**src/rtl/fd_hazard_if.sv**
```systemverilog
// Handshake bundle between the pipeline datapath and the fetch/decode hazard controller.
// The master side drives hazard sources; the slave (controller) drives sequencing controls.
interface fd_hazard_if;
  logic [2:0] rs_d;
  logic       rs_vld_d;
  logic [2:0] rt_d;
  logic       rt_vld_d;
  logic       halt_d;
  logic [2:0] rd_x;
  logic       regwr_x;
  logic       memrd_x;
  logic [2:0] rd_m;
  logic       regwr_m;
  logic [2:0] rd_w;
  logic       regwr_w;
  logic       br_taken_x;
  logic       imem_stall;
  logic       pc_we;
  logic       fd_we;
  logic       fd_nop;
  logic       dx_nop;
  logic       halted;

  modport master (
    output rs_d, rs_vld_d, rt_d, rt_vld_d, halt_d, rd_x, regwr_x, memrd_x,
           rd_m, regwr_m, rd_w, regwr_w, br_taken_x, imem_stall,
    input  pc_we, fd_we, fd_nop, dx_nop, halted
  );

  modport slave (
    input  rs_d, rs_vld_d, rt_d, rt_vld_d, halt_d, rd_x, regwr_x, memrd_x,
           rd_m, regwr_m, rd_w, regwr_w, br_taken_x, imem_stall,
    output pc_we, fd_we, fd_nop, dx_nop, halted
  );
endinterface

```
**src/rtl/fd_hazard_controller.sv**
```systemverilog
// Fetch/decode sequencing controller: picks advance/hold/squash/freeze for the PC and
// F/D latch each cycle and keeps saturating stall and flush counters.
//
// state | meaning
// RUN   | normal sequencing, hazard priority applied every cycle
// HALT  | HALT passed into X; pipe frozen until reset
module fd_hazard_controller #(
  parameter int FWD_EN    = 1,
  parameter int WB_BYPASS = 1,
  parameter int CNT_W     = 16
) (
  input  logic             clk,
  input  logic             rst,
  fd_hazard_if.slave       hz,
  output logic [CNT_W-1:0] stall_cnt,
  output logic [CNT_W-1:0] flush_cnt
);
  typedef enum logic {RUN, HALT} state_t;

  state_t           state_q, state_d;
  logic [CNT_W-1:0] stall_cnt_q, flush_cnt_q;
  logic             match_x, match_m, match_w;
  logic             load_use, raw_haz, data_haz;
  logic             stall_inc, flush_inc;
  logic             pc_we, fd_we, fd_nop, dx_nop;

  assign match_x = (hz.rs_vld_d && (hz.rs_d == hz.rd_x)) || (hz.rt_vld_d && (hz.rt_d == hz.rd_x));
  assign match_m = (hz.rs_vld_d && (hz.rs_d == hz.rd_m)) || (hz.rt_vld_d && (hz.rt_d == hz.rd_m));
  assign match_w = (hz.rs_vld_d && (hz.rs_d == hz.rd_w)) || (hz.rt_vld_d && (hz.rt_d == hz.rd_w));

  assign load_use = hz.memrd_x && hz.regwr_x && match_x;
  assign raw_haz  = (hz.regwr_x && match_x) || (hz.regwr_m && match_m) ||
                    ((WB_BYPASS == 0) && hz.regwr_w && match_w);
  assign data_haz = (FWD_EN != 0) ? load_use : raw_haz;

  // A taken branch wins over everything: the stall/hazard/halt sources are wrong-path.
  always_comb begin
    state_d   = state_q;
    pc_we     = 1'b0;
    fd_we     = 1'b0;
    fd_nop    = 1'b1;
    dx_nop    = 1'b1;
    stall_inc = 1'b0;
    flush_inc = 1'b0;
    if (rst && (state_q == RUN)) begin
      if (hz.br_taken_x) begin
        pc_we     = 1'b1;
        fd_we     = 1'b1;
        flush_inc = 1'b1;
      end else if (hz.imem_stall) begin
        fd_we     = 1'b1;
        dx_nop    = 1'b0;
        stall_inc = 1'b1;
      end else if (data_haz) begin
        fd_nop    = 1'b0;
        stall_inc = 1'b1;
      end else if (hz.halt_d) begin
        fd_nop    = 1'b0;
        dx_nop    = 1'b0;
        state_d   = HALT;
      end else begin
        pc_we     = 1'b1;
        fd_we     = 1'b1;
        fd_nop    = 1'b0;
        dx_nop    = 1'b0;
      end
    end
  end

  always_ff @(posedge clk or negedge rst) begin
    if (!rst) begin
      state_q     <= RUN;
      stall_cnt_q <= '0;
      flush_cnt_q <= '0;
    end else begin
      state_q <= state_d;
      if (stall_inc && (stall_cnt_q != {CNT_W{1'b1}}))
        stall_cnt_q <= stall_cnt_q + CNT_W'(1);
      if (flush_inc && (flush_cnt_q != {CNT_W{1'b1}}))
        flush_cnt_q <= flush_cnt_q + CNT_W'(1);
    end
  end

  assign hz.pc_we  = pc_we;
  assign hz.fd_we  = fd_we;
  assign hz.fd_nop = fd_nop;
  assign hz.dx_nop = dx_nop;
  assign hz.halted = rst && (state_q == HALT);
  assign stall_cnt = stall_cnt_q;
  assign flush_cnt = flush_cnt_q;
endmodule

```
**src/flat_wrapper.sv**
```systemverilog
// flat-port wrapper written by rule: the top's interface ports become plain ports
module fd_hazard_controller_flat 
#(
  parameter int FWD_EN    = 1,
  parameter int WB_BYPASS = 1,
  parameter int CNT_W     = 16
)
  (clk, rst, stall_cnt, flush_cnt, hz_rs_d, hz_rs_vld_d, hz_rt_d, hz_rt_vld_d, hz_halt_d, hz_rd_x, hz_regwr_x, hz_memrd_x, hz_rd_m, hz_regwr_m, hz_rd_w, hz_regwr_w, hz_br_taken_x, hz_imem_stall, hz_pc_we, hz_fd_we, hz_fd_nop, hz_dx_nop, hz_halted);
  fd_hazard_if hz_i ();
  input  logic clk;
  input  logic rst;
  output logic [CNT_W-1:0] stall_cnt;
  output logic [CNT_W-1:0] flush_cnt;
  input wire logic [$bits(hz_i.rs_d)-1:0] hz_rs_d;
  input wire logic [$bits(hz_i.rs_vld_d)-1:0] hz_rs_vld_d;
  input wire logic [$bits(hz_i.rt_d)-1:0] hz_rt_d;
  input wire logic [$bits(hz_i.rt_vld_d)-1:0] hz_rt_vld_d;
  input wire logic [$bits(hz_i.halt_d)-1:0] hz_halt_d;
  input wire logic [$bits(hz_i.rd_x)-1:0] hz_rd_x;
  input wire logic [$bits(hz_i.regwr_x)-1:0] hz_regwr_x;
  input wire logic [$bits(hz_i.memrd_x)-1:0] hz_memrd_x;
  input wire logic [$bits(hz_i.rd_m)-1:0] hz_rd_m;
  input wire logic [$bits(hz_i.regwr_m)-1:0] hz_regwr_m;
  input wire logic [$bits(hz_i.rd_w)-1:0] hz_rd_w;
  input wire logic [$bits(hz_i.regwr_w)-1:0] hz_regwr_w;
  input wire logic [$bits(hz_i.br_taken_x)-1:0] hz_br_taken_x;
  input wire logic [$bits(hz_i.imem_stall)-1:0] hz_imem_stall;
  output wire logic [$bits(hz_i.pc_we)-1:0] hz_pc_we;
  output wire logic [$bits(hz_i.fd_we)-1:0] hz_fd_we;
  output wire logic [$bits(hz_i.fd_nop)-1:0] hz_fd_nop;
  output wire logic [$bits(hz_i.dx_nop)-1:0] hz_dx_nop;
  output wire logic [$bits(hz_i.halted)-1:0] hz_halted;
  assign hz_i.rs_d = hz_rs_d;
  assign hz_i.rs_vld_d = hz_rs_vld_d;
  assign hz_i.rt_d = hz_rt_d;
  assign hz_i.rt_vld_d = hz_rt_vld_d;
  assign hz_i.halt_d = hz_halt_d;
  assign hz_i.rd_x = hz_rd_x;
  assign hz_i.regwr_x = hz_regwr_x;
  assign hz_i.memrd_x = hz_memrd_x;
  assign hz_i.rd_m = hz_rd_m;
  assign hz_i.regwr_m = hz_regwr_m;
  assign hz_i.rd_w = hz_rd_w;
  assign hz_i.regwr_w = hz_regwr_w;
  assign hz_i.br_taken_x = hz_br_taken_x;
  assign hz_i.imem_stall = hz_imem_stall;
  assign hz_pc_we = hz_i.pc_we;
  assign hz_fd_we = hz_i.fd_we;
  assign hz_fd_nop = hz_i.fd_nop;
  assign hz_dx_nop = hz_i.dx_nop;
  assign hz_halted = hz_i.halted;
  fd_hazard_controller #(.FWD_EN(FWD_EN), .WB_BYPASS(WB_BYPASS), .CNT_W(CNT_W)) u_core (.clk(clk), .rst(rst), .hz(hz_i), .stall_cnt(stall_cnt), .flush_cnt(flush_cnt));
endmodule
```
**config.mk**
```make
export PLATFORM = sky130hd
export DESIGN_NAME = fd_hazard_controller_flat
export DESIGN_NICKNAME = d
export VERILOG_FILES = /design/src/rtl/fd_hazard_if.sv /design/src/rtl/fd_hazard_controller.sv /design/src/flat_wrapper.sv
export SDC_FILE = /design/constraint.sdc
export NUM_CORES = 1
export LEC_CHECK = 0
export CORE_MARGIN = 2
export CORE_UTILIZATION = 40
export DETAILED_ROUTE_END_ITERATION = 6
export PLACE_DENSITY_LB_ADDON = 0.15
export SLEW_MARGIN = 20
export SYNTH_ARGS = -nofsm -noshare
export SYNTH_HDL_FRONTEND = slang
export SYNTH_SLANG_ARGS = --single-unit
```
**constraint.sdc**
```tcl
create_clock -name clk -period 2.1 [get_ports clk]
set_clock_uncertainty 0.1 [all_clocks]
set_input_delay 0.315 -clock clk [delete_from_list [all_inputs] [get_ports clk]]
set_output_delay 0.315 -clock clk [all_outputs]
set_load 0.02 [all_outputs]
```
==> results.toml, run 1 <==
[sta]
slew_viol_final = 0
setup_viol = 0
report.final.hold_viol_count = 0
min_period_ns = 2.02
fin_hold_ws_ns = 0.111
tightestPinTransition_ns = 0.398
rsz0062_at_grt = "false"
timing.slew.headroom = 0.734
timing.final.ws_setup_ns = 0.0803
final_min_period_over_clock_period = 0.962
maximum_achievable_frequency_ghz = 0.495

[routing]
drt-pass1-iter-count = 4
postRouteWirelength_mm = 4.32
vias = 1602
routed_via_count_divided_by_cell_count = 5.13
detailedRoute.firstIterationViolations = 48
postRouteAntennaNets = 0
remaining_drc_errors = 0
wl_per_cell_um = 13.8

[worst_setup_path]
setup.worst_path.class = "input pin to output pin"
cell_by_cell_trace_of_the_critical_path = "clkdlybuf4s50_1 -> and3_1 -> a41oi_2 -> o21ai_2 -> nor2_1 -> o21a_1 -> buf_6"
depth_of_the_worst_register_to_register_path = 5
slowest_stage_delay_on_critical_path_ns = 0.42
reg2reg_to = "u_core.stall_cnt[13]"
cp_max_fo = 2
crit_path_start_kind = "input pin"
regToRegSetupSlack_ns = 0.13
worst_setup_path_end_kind = "output pin"
timing.critical_path.slowest_stage_cell = "sky130_fd_sc_hd__clkdlybuf4s50_1"
timing.critical_path.arrival_ns = 1.60
worst-endpoint-required_ns = 1.68
rr_startpoint = "u_core.state_q"

[grt]
grt_first_pass_wirelength_mm = 7.32
gr-total-overflow = 0
grt_start_max_net_pins = 24
grt_util_all_layers = 0.184
vias_in_the_first_global_route = 1554
grt_antenna_before_repair = 0

[floorplanning]
die_w_um = 70.9
core_um2 = 4320
die-height_um = 70.9
io_pins = 63
initial_utilization = 0.414
dieArea_um2 = 5020
floorplan.rows = 24

[layout]
fillCellCount = 375
diodes = 0
most-common-layout-cells = "sky130_fd_sc_hd__clkdlybuf4s50_1 (38), sky130_fd_sc_hd__dfrtp_1 (33), sky130_fd_sc_hd__xnor2_1 (27)"
post_layout_nonfiller_instances = 312
drive_gt1_frac = 0.215
finish.net_count = 287
area_delta_synth_final_pct = 49.8
final_core_util = 0.620
layout_commonest_cell = "sky130_fd_sc_hd__clkdlybuf4s50_1"

[synthesis]
synth_area_per_inst_um2 = 10.2
synth-seq-cells = 33
synth_fp_nets = 204
synthesis.instances = 176
async_reset_ff_frac = 1.00
synth-edff-count = 0
synth.distinct_cells = 37
netlist_area_um2 = 1790
seq_area_frac_synth = 0.462
most_used_flip_flop_cell_after_synthesis = "sky130_fd_sc_hd__dfrtp_1"
yosys_warnings = 0

[clock_tree]
clk_pin_slew_worst_paths_ns = 0.07
htreeDepth = 2
root_buffer = "sky130_fd_sc_hd__clkbuf_8"
cts_tree = "done"
clk-insertion-delay-late_ns = 0.29
cts.sinks = 33
inserted_clock_buffers = 5
cts_buffer_depth = 2

[pwr]
p_leak_nw = 1.14
irDropWorstVdd_v = 0.000436
power.density_cell_area_nw_per_um2 = 714

[flow_run]
cap_viol_max_count = 0

[placed_design]
placed_cells = 302
io_buffer_count = 54
globalplace.congestion = 0.786
post-dp-hpwl_mm = 3.28
place_ws_ns = -0.541

[min_path]
holdCritPathClass = "input pin to asynchronous set/reset pin"

[outcome]
status = "finished, final reports clean"
-- area by class of cell --
type / instances / area [um^2] / share of cell area
sequential: 33 / 826 / 0.308
clock inverter: 2 / 10.0 / 0.00373
clock buffer: 6 / 72.6 / 0.0271
timing repair buffer: 78 / 699 / 0.261
multi-input combinational: 138 / 996 / 0.372
tap: 52 / 65.1 / 0.0243
inverter: 3 / 11.3 / 0.00420
-- worst max path at each step --
stage          slack (ns)           startpoint                   to
2_1_floorplan       0.001  u_core.flush_cnt[0]  u_core.flush_cnt[1]
3_3_place_gp        -0.48           hz_rd_x[1]             hz_fd_we
3_5_place_dp        -0.54           hz_rd_x[1]             hz_fd_we
4_1_cts             -0.04           hz_rs_d[0]             hz_fd_we
5_1_grt            0.0009           hz_rs_d[1]             hz_fd_we
6_report             0.08          hz_rs_vld_d             hz_pc_we
-- metrics by stage --
| stage | instance area, um^2 | TNS (ns) | power (mW) |
|---|---|---|---|
| floorplan | 1800 | 0 | 1.10 |
| global placement | 2560 | -8.17 | 1.45 |
| detailed placement | 2560 | -8.11 | 1.47 |
| CTS | 2660 | -0.0569 | 1.93 |
| global route | 2680 | 0 | 2.01 |
| finish | 2680 | 0 | 1.91 |
-- flip-flops by register name, summed over array words and instances, names as in the netlist --
register,flops
u_core.state_q,1
u_core.flush_cnt,16
u_core.stall_cnt,16
-- cells in the mapped netlist (2+ instances only) --
cell type / n / area (um^2)
sky130_fd_sc_hd__xnor2_1: 30 / 263
sky130_fd_sc_hd__inv_1: 3 / 11.3
sky130_fd_sc_hd__and2_1: 2 / 12.5
sky130_fd_sc_hd__xor2_1: 5 / 43.8
sky130_fd_sc_hd__nand3_1: 18 / 90.1
sky130_fd_sc_hd__or2_2: 2 / 12.5
sky130_fd_sc_hd__ha_1: 2 / 25.0
sky130_fd_sc_hd__nand2_1: 13 / 48.8
sky130_fd_sc_hd__dfrtp_1: 33 / 826
sky130_fd_sc_hd__nor3_1: 5 / 25.0
sky130_fd_sc_hd__mux2_2: 3 / 33.8
sky130_fd_sc_hd__o21ai_0: 2 / 10.0
sky130_fd_sc_hd__nor2_1: 11 / 41.3
sky130_fd_sc_hd__and4_1: 3 / 26.3
sky130_fd_sc_hd__nand3b_1: 2 / 15.0
sky130_fd_sc_hd__and3_1: 9 / 56.3
sky130_fd_sc_hd__nand4_1: 13 / 81.3
-- worst max-delay path, delay by kind of cell --
family,cells,cell delay [ns]
AOI/OAI and AO/OA,3,0.43
buffers and inverters,2,0.54
and+or+nand+nor,2,0.31
-- metal layers --
layer	vias to the layer above	track usage	routed length, um
met3	9	0.0399	158
met4	0	0.0776	82
li1	791	-	-
met1	769	0.233	1920
met5	-	0	0
met2	33	0.303	2160
-- timing repair --
action | CTS | global route
gates cloned | 0 | 0
hold buffers | 0 | 0
pin swaps | 10 | 6
buffers inserted | 2 | 0
endpoints found under the hold margin | 0 | 0
resized for setup | 35 | 4
setup endpoints to repair | 13 | 5
-- kinds of logic (layout without fill, tap and decap cells) --
logic type / after synthesis / in the layout / share of synthesized area
and+or+nand+nor: 88 / 88 / 0.276
xor gates and xnor gates: 35 / 35 / 0.171
DFF: 33 / 33 / 0.462
AOI/OAI and AO/OA: 10 / 10 / 0.0434
buffers and inverters: 5 / 89 / 0.0147
muxes: 3 / 3 / 0.0189
adders and majority gates: 2 / 2 / 0.0140
-- report_power, final --
part	switching (mW)	internal, mW	total, mW	leakage (nW)
registers	0.0818	0.719	0.801	0.440
clock network	0.235	0.230	0.465	0.0450
logic	0.308	0.338	0.646	0.657
Note: power is estimated with default switching activity, not from simulation.
==> inputs of run 2 (changes only) <==
Settings changed: CORE_UTILIZATION 40 to 45.
Clock period 2.1 ns to 2.3 ns, I/O delays scaled along.
==> run 2 against run 1 <==
Power fell by 7.5%. Cell count fell by 5.4%. Non-clock buffer count fell by 13. Critical path depth fell by 3. Design area fell by 2.0%. Highest routed layer unchanged. Worst setup slack got worse by 0.032 ns. Global-route usage rose by 2.5 points. Count of clock-buffer cells in the layout rose by 1.
==> results.toml, run 2 (synthesis gave the netlist of run 1 again) <==
[layout]
most-common-layout-cells = "sky130_fd_sc_hd__clkdlybuf4s50_1 (43), sky130_fd_sc_hd__dfrtp_1 (33), sky130_fd_sc_hd__xnor2_1 (29)"
multi_input_comb_area_um2 = 963
area_delta_synth_final_pct = 46.8
fillCellCount = 294
finish.net_count = 274
regArea_um2 = 826
layout_commonest_cell = "sky130_fd_sc_hd__clkdlybuf4s50_1"
diodes = 0
finalInstanceArea_um2 = 2630
final_core_util = 0.702
post_layout_nonfiller_instances = 295
drive_gt1_frac = 0.154

[grt]
vias_in_the_first_global_route = 1525
grtUsageMet3 = 0.0642
grt_first_pass_wirelength_mm = 7.04
grt_util_all_layers = 0.209
global_route.usage.met2 = 0.327
gr-usage-met1 = 0.276
grt-busiest-layer = "met2"
grt_antenna_before_repair = 0
gr-total-overflow = 0
grt_start_max_net_pins = 18

[clock_tree]
root_buffer = "sky130_fd_sc_hd__clkbuf_8"
post_cts_hold_buffer_count = 0
clk_pin_slew_worst_paths_ns = 0.07
inserted_clock_buffers = 5
cts.sinks = 33
cts_tree = "done"
htreeDepth = 2
cts_buffer_depth = 2
clk-insertion-delay-late_ns = 0.29

[sta]
tightestPinTransition_ns = 0.436
maximum_achievable_frequency_ghz = 0.444
slew_viol_final = 0
timing.slew.headroom = 0.708
setup_viol = 0
timing.final.ws_setup_ns = 0.0480
min_period_ns = 2.25
report.final.hold_viol_count = 0
final_min_period_over_clock_period = 0.979

[worst_setup_path]
cp-startpoint = "hz_br_taken_x"
worst_setup_path_end_kind = "output pin"
slowest_stage_delay_on_critical_path_ns = 0.43
setup.worst_path.class = "input pin to output pin"
cp_max_fo = 3
cell_by_cell_trace_of_the_critical_path = "clkdlybuf4s50_1 -> or3b_4 -> or2_2 -> dlygate4sd2_1"
timing.critical_path.slowest_stage_cell = "sky130_fd_sc_hd__clkdlybuf4s50_1"
worst-endpoint-required_ns = 1.86
crit_path_start_kind = "input pin"
timing.critical_path.max_delay_family = "buffers and inverters"
timing.critical_path.arrival_ns = 1.81
cp.buffers_inverters = 2
rr_startpoint = "u_core.flush_cnt[1]"

[placed_design]
place_ws_ns = -0.381
io_buffer_count = 54
detailed_place.area_um2 = 2450
globalplace.congestion = 0.802
placed_cells = 286
post-dp-hpwl_mm = 3.04

[routing]
remaining_drc_errors = 0
postRouteWirelength_mm = 4.30
vias = 1609
postRouteAntennaNets = 0
wl_per_cell_um = 14.6
routed_via_count_divided_by_cell_count = 5.45
drt-pass1-iter-count = 4
detailedRoute.firstIterationViolations = 123

[min_path]
holdCritPathClass = "input pin to asynchronous set/reset pin"

[floorplanning]
die-height_um = 67.1
initial_utilization = 0.478
io_pins = 63
core_um2 = 3740
die_w_um = 67.1
dieArea_um2 = 4500
floorplan.rows = 22

[pwr]
power.density_cell_area_nw_per_um2 = 673
finalPower_mw = 1.77
irDropWorstVdd_v = 0.000622
p_leak_nw = 1.12

[outcome]
status = "finished, final reports clean"

[flow_run]
cap_viol_max_count = 0
run 2: worst paths after layout:
check | cells after the start | to | slack [ns]
setup / recovery | 4 | hz_fd_nop | 0.05
hold / removal | 2 | u_core.flush_cnt[11] | 0.16
setup reg to reg | 5 | u_core.flush_cnt[1] | 0.18
hold reg to reg | 1 | u_core.flush_cnt[14] | 0.39
max in group asynchronous | 2 | u_core.flush_cnt[10] | 1.67
min in group clk | 1 | u_core.flush_cnt[14] | 0.39
run 2: metrics by stage:
stage / setup TNS [ns] / hold WS (ns)
after floorplan: 0 / -0.0506
after global placement: -2.26 / 0.377
after detailed placement: -2.67 / 0.388
after CTS: -0.00418 / 0.163
after global routing: -0.0338 / 0.159
final: 0 / 0.156
run 2: layout make-up:
cell class	instances	area share
clock inverters	1	0.00191
inverters	3	0.00429
clock buffers	7	0.0367
multi-input cells	138	0.367
repair buffers	65	0.253
well taps	48	0.0229
flip-flops and latches	33	0.314
run 2: layer usage:
layer	vias up	wire [um]
met5	-	0
met4	0	68
met3	7	284
met2	61	2000
met1	772	1950
li1	769	-
run 2: report_power, final:
group          total (mW)  switching (mW)  internal [mW]
sequential          0.755          0.0981          0.657
clock               0.478           0.208          0.270
combinational       0.535           0.254          0.281
total                1.77           0.560           1.21
run 2: repair_timing:
item | CTS | global route
buffers inserted | 0 | 0
pin swaps | 3 | 6
resized for setup | 17 | 12
cloned | 1 | 0
setup endpoints to repair | 5 | 4
